File: src/rtl/bus_copy_dma.sv
// Word copy engine that initiates read/write pairs on the toggle-handshake bus.
// One transaction is outstanding at a time; abort stops only after a write.
module bus_copy_dma #(
  parameter int ADDR_W = 16,
  parameter int DATA_W = 16,
  parameter int LEN_W  = 16
) (
  input  logic              clk,
  input  logic              reset_n,
  input  logic              start,
  input  logic [ADDR_W-1:0] src_addr,
  input  logic [ADDR_W-1:0] dst_addr,
  input  logic [LEN_W-1:0]  len,
  input  logic              abort,
  output logic              busy,
  output logic              done,
  output logic              aborted,
  output logic [LEN_W-1:0]  words_left,
  output logic [ADDR_W-1:0] bus_addr,
  output logic [1:0]        bus_cmd,
  output logic              bus_run,
  output logic [DATA_W-1:0] bus_wr_data,
  input  logic [DATA_W-1:0] bus_rd_data,
  input  logic              bus_done
);

  typedef enum logic [1:0] {
    IDLE,
    RD_WAIT,
    WR_WAIT
  } state_t;

  localparam logic [1:0] CMD_NOP = 2'b00;
  localparam logic [1:0] CMD_RD  = 2'b01;
  localparam logic [1:0] CMD_WR  = 2'b10;

  state_t            state_q, state_d;
  logic [ADDR_W-1:0] src_q, src_d;
  logic [ADDR_W-1:0] dst_q, dst_d;
  logic [LEN_W-1:0]  left_q, left_d;
  logic [ADDR_W-1:0] addr_q, addr_d;
  logic [1:0]        cmd_q, cmd_d;
  logic              run_q, run_d;
  logic [DATA_W-1:0] wdata_q, wdata_d;
  logic              done_q, done_d;
  logic              aborted_q, aborted_d;
  logic              abrt_q, abrt_d;
  logic              ack;
  logic              stop;
  logic              last;

  assign ack  = (run_q == bus_done);
  assign stop = abort || abrt_q;
  assign last = (left_q == LEN_W'(1));

  always_ff @(posedge clk or negedge reset_n) begin
    if (!reset_n) begin
      state_q   <= IDLE;
      src_q     <= '0;
      dst_q     <= '0;
      left_q    <= '0;
      addr_q    <= '0;
      cmd_q     <= CMD_NOP;
      run_q     <= 1'b0;
      wdata_q   <= '0;
      done_q    <= 1'b0;
      aborted_q <= 1'b0;
      abrt_q    <= 1'b0;
    end else begin
      state_q   <= state_d;
      src_q     <= src_d;
      dst_q     <= dst_d;
      left_q    <= left_d;
      addr_q    <= addr_d;
      cmd_q     <= cmd_d;
      run_q     <= run_d;
      wdata_q   <= wdata_d;
      done_q    <= done_d;
      aborted_q <= aborted_d;
      abrt_q    <= abrt_d;
    end
  end

  always_comb begin
    state_d   = state_q;
    src_d     = src_q;
    dst_d     = dst_q;
    left_d    = left_q;
    addr_d    = addr_q;
    cmd_d     = cmd_q;
    run_d     = run_q;
    wdata_d   = wdata_q;
    done_d    = 1'b0;
    aborted_d = aborted_q;
    abrt_d    = abrt_q;
    unique case (state_q)
      IDLE: begin
        if (start && ack) begin
          src_d     = {src_addr[ADDR_W-1:1], 1'b0};
          dst_d     = {dst_addr[ADDR_W-1:1], 1'b0};
          left_d    = len;
          aborted_d = 1'b0;
          abrt_d    = 1'b0;
          if (len == '0) begin
            done_d = 1'b1;
          end else begin
            addr_d  = {src_addr[ADDR_W-1:1], 1'b0};
            cmd_d   = CMD_RD;
            run_d   = ~run_q;
            state_d = RD_WAIT;
          end
        end
      end
      RD_WAIT: begin
        if (abort) abrt_d = 1'b1;
        if (ack) begin
          wdata_d = bus_rd_data;
          addr_d  = dst_q;
          cmd_d   = CMD_WR;
          run_d   = ~run_q;
          state_d = WR_WAIT;
        end
      end
      WR_WAIT: begin
        if (ack) begin
          left_d = left_q - LEN_W'(1);
          src_d  = src_q + ADDR_W'(2);
          dst_d  = dst_q + ADDR_W'(2);
          if (last || stop) begin
            // finishing the final word normally is not an early end
            cmd_d     = CMD_NOP;
            done_d    = 1'b1;
            aborted_d = stop && !last;
            state_d   = IDLE;
          end else begin
            addr_d  = src_q + ADDR_W'(2);
            cmd_d   = CMD_RD;
            run_d   = ~run_q;
            state_d = RD_WAIT;
          end
        end
      end
      default: state_d = IDLE;
    endcase
  end

  assign busy        = (state_q != IDLE);
  assign done        = done_q;
  assign aborted     = aborted_q;
  assign words_left  = left_q;
  assign bus_addr    = addr_q;
  assign bus_cmd     = cmd_q;
  assign bus_run     = run_q;
  assign bus_wr_data = wdata_q;

endmodule

File: config.mk
export PLATFORM = sky130hd
export DESIGN_NAME = bus_copy_dma
export DESIGN_NICKNAME = d
export VERILOG_FILES = /design/src/rtl/bus_copy_dma.sv
export SDC_FILE = /design/constraint.sdc
export NUM_CORES = 1
export LEC_CHECK = 0
export BUFFER_PORTS_ARGS = -buffer_cell sky130_fd_sc_hd__buf_4
export CORE_MARGIN = 2
export CORE_UTILIZATION = 40
export DETAILED_ROUTE_END_ITERATION = 6
export SLEW_MARGIN = 20
export SYNTH_ARGS = -nofsm -noshare
export SYNTH_HDL_FRONTEND = slang
export SYNTH_SLANG_ARGS = --single-unit
File: constraint.sdc
create_clock -name clk -period 2.36 [get_ports clk]
set_input_delay 0.236 -clock clk [delete_from_list [all_inputs] [get_ports clk]]
set_output_delay 0.236 -clock clk [all_outputs]
set_load 0.005 [all_outputs]
* After elaboration in Yosys (flattened, before gate mapping)
Index checks and enable logic that the tools add are counted.
** Storage, ports and cells
- Bits in latches :: 0
- Input port bits :: 69
- Memories kept :: 0
- RAM bits :: 0
- Output and inout port bits :: 54
- Word-level logic and storage cells :: 83
- Memory bits (read-only) :: 0
- Register bits :: 88
** Operators by class
- Divide/modulo/power cells :: 0
- Add/subtract/negate cells :: 3
- Reductions and logical operators :: 18
- Bitwise gates (word level) :: 1
- Shifts and indexed selects :: 0
- Order comparisons :: 0
- Muxes and demuxes :: 39
- Eq/ne operators :: 11
- $mul :: 0
** Operators by type and width (count)
- 16-bit 2-to-1 mux :: 11
- 16-bit case mux with 2 select lines :: 3
- 16-bit case mux with 3 select lines :: 1
- 16-bit by 2-bit adder with 16-bit output (second input constant) :: 2
- 16-bit by 1-bit == test with 1-bit output (second input constant) :: 1
- 16-bit zero test :: 1
- 16-bit by 1-bit subtractor with 16-bit output (second input constant) :: 1
- 1-bit 2-to-1 mux :: 14
- 2-bit != test (second input constant) :: 7
- 2-bit case mux with 3 select lines :: 2
- 2-bit 2-to-1 mux :: 4
- 4-bit AND reduction :: 2
- 1-bit case mux with 2 select lines :: 3
- 3-bit AND reduction :: 2
- 6-bit AND reduction :: 1
- 2-bit nonzero test :: 3
- 5-bit AND reduction :: 1
- 1-bit case mux with 3 select lines :: 1
- 3-bit nonzero test :: 1
- 2-bit by 1-bit == test with 1-bit output (second input constant) :: 1
- 2-bit == test (second input constant) :: 1
- 1-bit logical AND :: 2
- 2-bit zero test :: 1
- 1-bit logical OR :: 2
- 4 further kinds :: 4

* Logic depth before layout (Yosys ltp)
- Depth after elaboration :: 6
- Mapped depth :: 11

* Worst setup path before layout
OpenSTA, ideal clock, no wires.
- Path type :: register to register
- Start :: register left_q[0] (netlist: words_left[0])
- End :: register left_q[14] (netlist: words_left[14])
- Setup time :: 125 ps
- Data arrival time :: 1936 ps
- Cell stages (with the launch flop) :: 9
- Required time :: 2235 ps
- Path slack :: 299 ps
- Cells stage by stage :: dfrtp_1 -> inv_1 -> ha_1 -> nor3b_1 -> nor3b_1 -> nand3b_1 -> nor4_1 -> nand4_1 -> nor3b_1
** On the way
- Longest elaborated chain between the ends :: 3
** RTL lines
- start: declaration :: line 40 : logic [LEN_W-1:0] left_q, left_d;
- start signal: assignment :: line 73 : left_q <= left_d;
- 16-bit by 1-bit subtractor with 16-bit output :: line 126 : left_d = left_q - LEN_W'(1);
- 16-bit 2-to-1 mux :: line 125 : if (ack) begin
- 16-bit case mux with 2 select lines :: line 96 : unique case (state_q)
Every way passes these cells. The select of a mux whose other input is x is not followed.
A chain may end at the register's enable or synchronous reset.

* Worst setup path after layout
- Start :: register left_q[1] (netlist: words_left[1])
- End :: register left_q[14] (netlist: words_left[14])
Same word-level chain as after synthesis.

==> flow_summary.ini <==
[sta]
setup_tns_ps = 0
maxSlewHeadroom_pct = 66.38
report.final.slew_viol_count = 0
fmax_mhz = 467.1
tightest_slew_ps = 504.3
finalSetupViolCount = 0
period_needed_ps = 2141
rsz0062_at_grt = no
finClkSkew_ps = 7.536
hold_viol_final = 0
timing.final.crit_share_pct = 90.71

[finish]
fillers = 1128
stdcell_count = 805
syn_to_final_growth_pct = 30.62
layout-drive-gt1-share_pct = 32.07
fin_area_sq_mm = 0.006415
antennaDiodeCount = 0
nNetsFinal = 730

[worst_setup_path]
worst_ep_arrival_time_ps = 2370
worst-setup-path-type = flop to flop
start_kind = flop
critPathCaptureType = flop
required_ps = 2590
path_max_fanout = 4

[placed_design]
dpl_cell_area_sq_mm = 0.006091
place.gp.congestion = 0.8966
port_buffers = 120
dp.cells = 788
dpl.hpwl_um = 9643

[clock_network]
clk_latency_ps = 350
path_clk_slew_ps = 70
cts_made_buffers = 9
htree_levels = 3
clockBufferDepth = 2
cts.sinks = 86
root_buffer = clkbuf_16
cts_tree = done

[run_status]
status = finished clean

[detailed_routing]
ant_nets = 0
detail_route.iter0.violations = 207
drc = 0
firstDrtPassIters = 4
via_per_inst = 5.557
avgRoutedWirePerCell_um = 16.69
vias = 4473
wl_um = 13430

[die]
coreArea_sq_mm = 0.01201
row_count = 40
die_h_um = 114.8
io_pins = 123
start_util_pct = 40.89
fp.dieArea_sq_mm = 0.01318
dieWidth_um = 114.8

[min_path]
hold_path_class = input port to flop

[synth]
seq_area_frac_synth_pct = 43.82
netlist_area_sq_mm = 0.004911
ys_warn_count = 0
synthFlopType = dfrtp_1
avgSynthCellArea_sq_um = 9.319
synthCells = 527
ys_ff_latch = 86
yosysUniqueCellTypes = 57
syn_nets = 604
synth_edf_count = 0
synthArstFlopShare_pct = 100.0

[global_routing]
grt_usage_pct = 20.52
grt_pass1_vias = 4299
gr-total-overflow = 0
grt_pass1_wl_um = 21250
antenna_found_initial = 0
grt_max_degree = 46

[power]
power.leakage_nw = 2.807
p_per_area_mw_per_mm2 = 1478
max-vdd-ir-drop_mv = 0.6238

[job]
maxCapViolCount = 0
==> logic make-up (layout without fill, tap and decap cells) <==
logic type,count (synthesis),after routing,synth area share [%]
mux,41,41,9.784
xor+xnor,15,15,2.828
simple gates,164,164,17.38
flops,86,86,43.82
fa+ha+maj,8,8,2.038
compound gates,171,171,20.51
buf+inv,42,173,3.643
==> cell type report <==
| class | instances | area (sq um) | area share, % |
|---|---|---|---|
| inverters | 10 | 37.54 | 0.5851 |
| clock buffers | 11 | 242.7 | 3.784 |
| flip-flops and latches | 86 | 2152 | 33.55 |
| repair buffers | 147 | 1144 | 17.83 |
| well taps | 147 | 183.9 | 2.867 |
| clock inverters | 5 | 66.31 | 1.034 |
| multi-input cells | 399 | 2589 | 40.35 |
==> placed cells by master, fill, tap and decap left out, types with 3 or more instances in the layout <==
cell type and n:
mux2_4 8, ha_1 7, and3_1 6, a22oi_1 10
nor3b_1 4, buf_4 143, nor2_1 30, xor2_1 11
a2bb2oi_1 3, a21oi_1 64, xnor2_1 3, nor4_1 4
o22ai_1 31, dfrtp_1 86, nand4_1 5, nand2_1 45
nor2b_1 7, mux2i_1 9, inv_1 9, o31ai_1 3
a31oi_1 3, mux2_2 24, nor3_1 12, clkbuf_16 9
buf_12 3, nand3_1 32, o21ai_0 42
==> Yosys cell counts, drive strengths merged, types with 3 or more instances <==
cell	n	area share [%]
mux2	32	7.9
a2bb2oi	3	0.54
nor2	31	2.4
nand3	32	3.3
ha	8	2.0
o31ai	3	0.46
xnor2	4	0.87
inv	9	0.69
dfrtp	86	44
nor3b	5	0.76
clkbuf	20	1.6
xor2	11	2.0
o22ai	31	3.9
o21ai	42	4.3
nor2b	7	0.89
nor3	13	1.4
and3	6	0.76
nand4	5	0.64
a22oi	11	1.8
mux2i	9	1.8
nor4	6	1.4
a31oi	3	0.38
a21oi	65	6.9
buf	12	1.3
nand2	46	3.6
==> timing repair <==
action	in CTS	in global routing
buffers inserted	0	0
hold buffers	1	0
endpoints found under the setup margin	0	2
gates resized for setup	0	1
endpoints found under the hold margin	33	0
==> where the power goes <==
group | switching (mW) | internal, mW
Sequential | 0.823 | 2.24
Combinational | 2.36 | 2.56
Clock | 0.635 | 0.864
Total | 3.82 | 5.67
==> routing by layer <==
metal | up-vias | part of all wire (%) | track usage, %
met2 | 123 | 50 | 35.11
met5 | - | 0 | 0
met3 | 20 | 4.1 | 3.110
met1 | 2142 | 44 | 26.14
met4 | 0 | 2.0 | 8.353
li1 | 2188 | - | -
==> sequential cells by signal (all words and copies together) (netlist names) <==
signal and count:
aborted 1, state_q 2, dst_q 15, words_left 16, bus_run 1, done 1
bus_cmd 2, abrt_q 1, bus_addr 16, bus_wr_data 16, src_q 15
==> critical path, cell delays in order, from the launching register on <==
cell      delay, ps
dfrtp_1         380
inv_1            80
ha_1            180
nor3b_1         290
nor3b_2         310
nand3b_1        200
nor4_1          290
nand4_1         130
nor3b_1         170
==> through the flow <==
step	setup WS, ps	hold WS [ps]	utilization [%]	total power, mW
6_report	219.2	114.7	53.41	9.483
3_5_place_dp	143.0	236.1	50.71	8.014
5_1_grt	30.01	112.5	53.41	10.22
2_1_floorplan	299.3	-59.59	-	6.089
4_1_cts	97.58	105.0	53.36	9.556
3_3_place_gp	172.7	238.5	50.71	7.875
==> final timing paths <==
path                                      start         endpoint  slack [ps]  depth (start not counted)
min in group asynchronous               reset_n         dst_q[8]         400                          2
worst min register to register      bus_addr[0]      bus_addr[0]         500                          1
max in group asynchronous               reset_n         dst_q[9]        1200                          3
worst max-delay path              words_left[1]   words_left[14]         220                          8
worst min-delay path            bus_rd_data[12]  bus_wr_data[12]         110                          2
worst max register to register    words_left[1]   words_left[14]         220                          8
(Power assumes the default switching activity.)
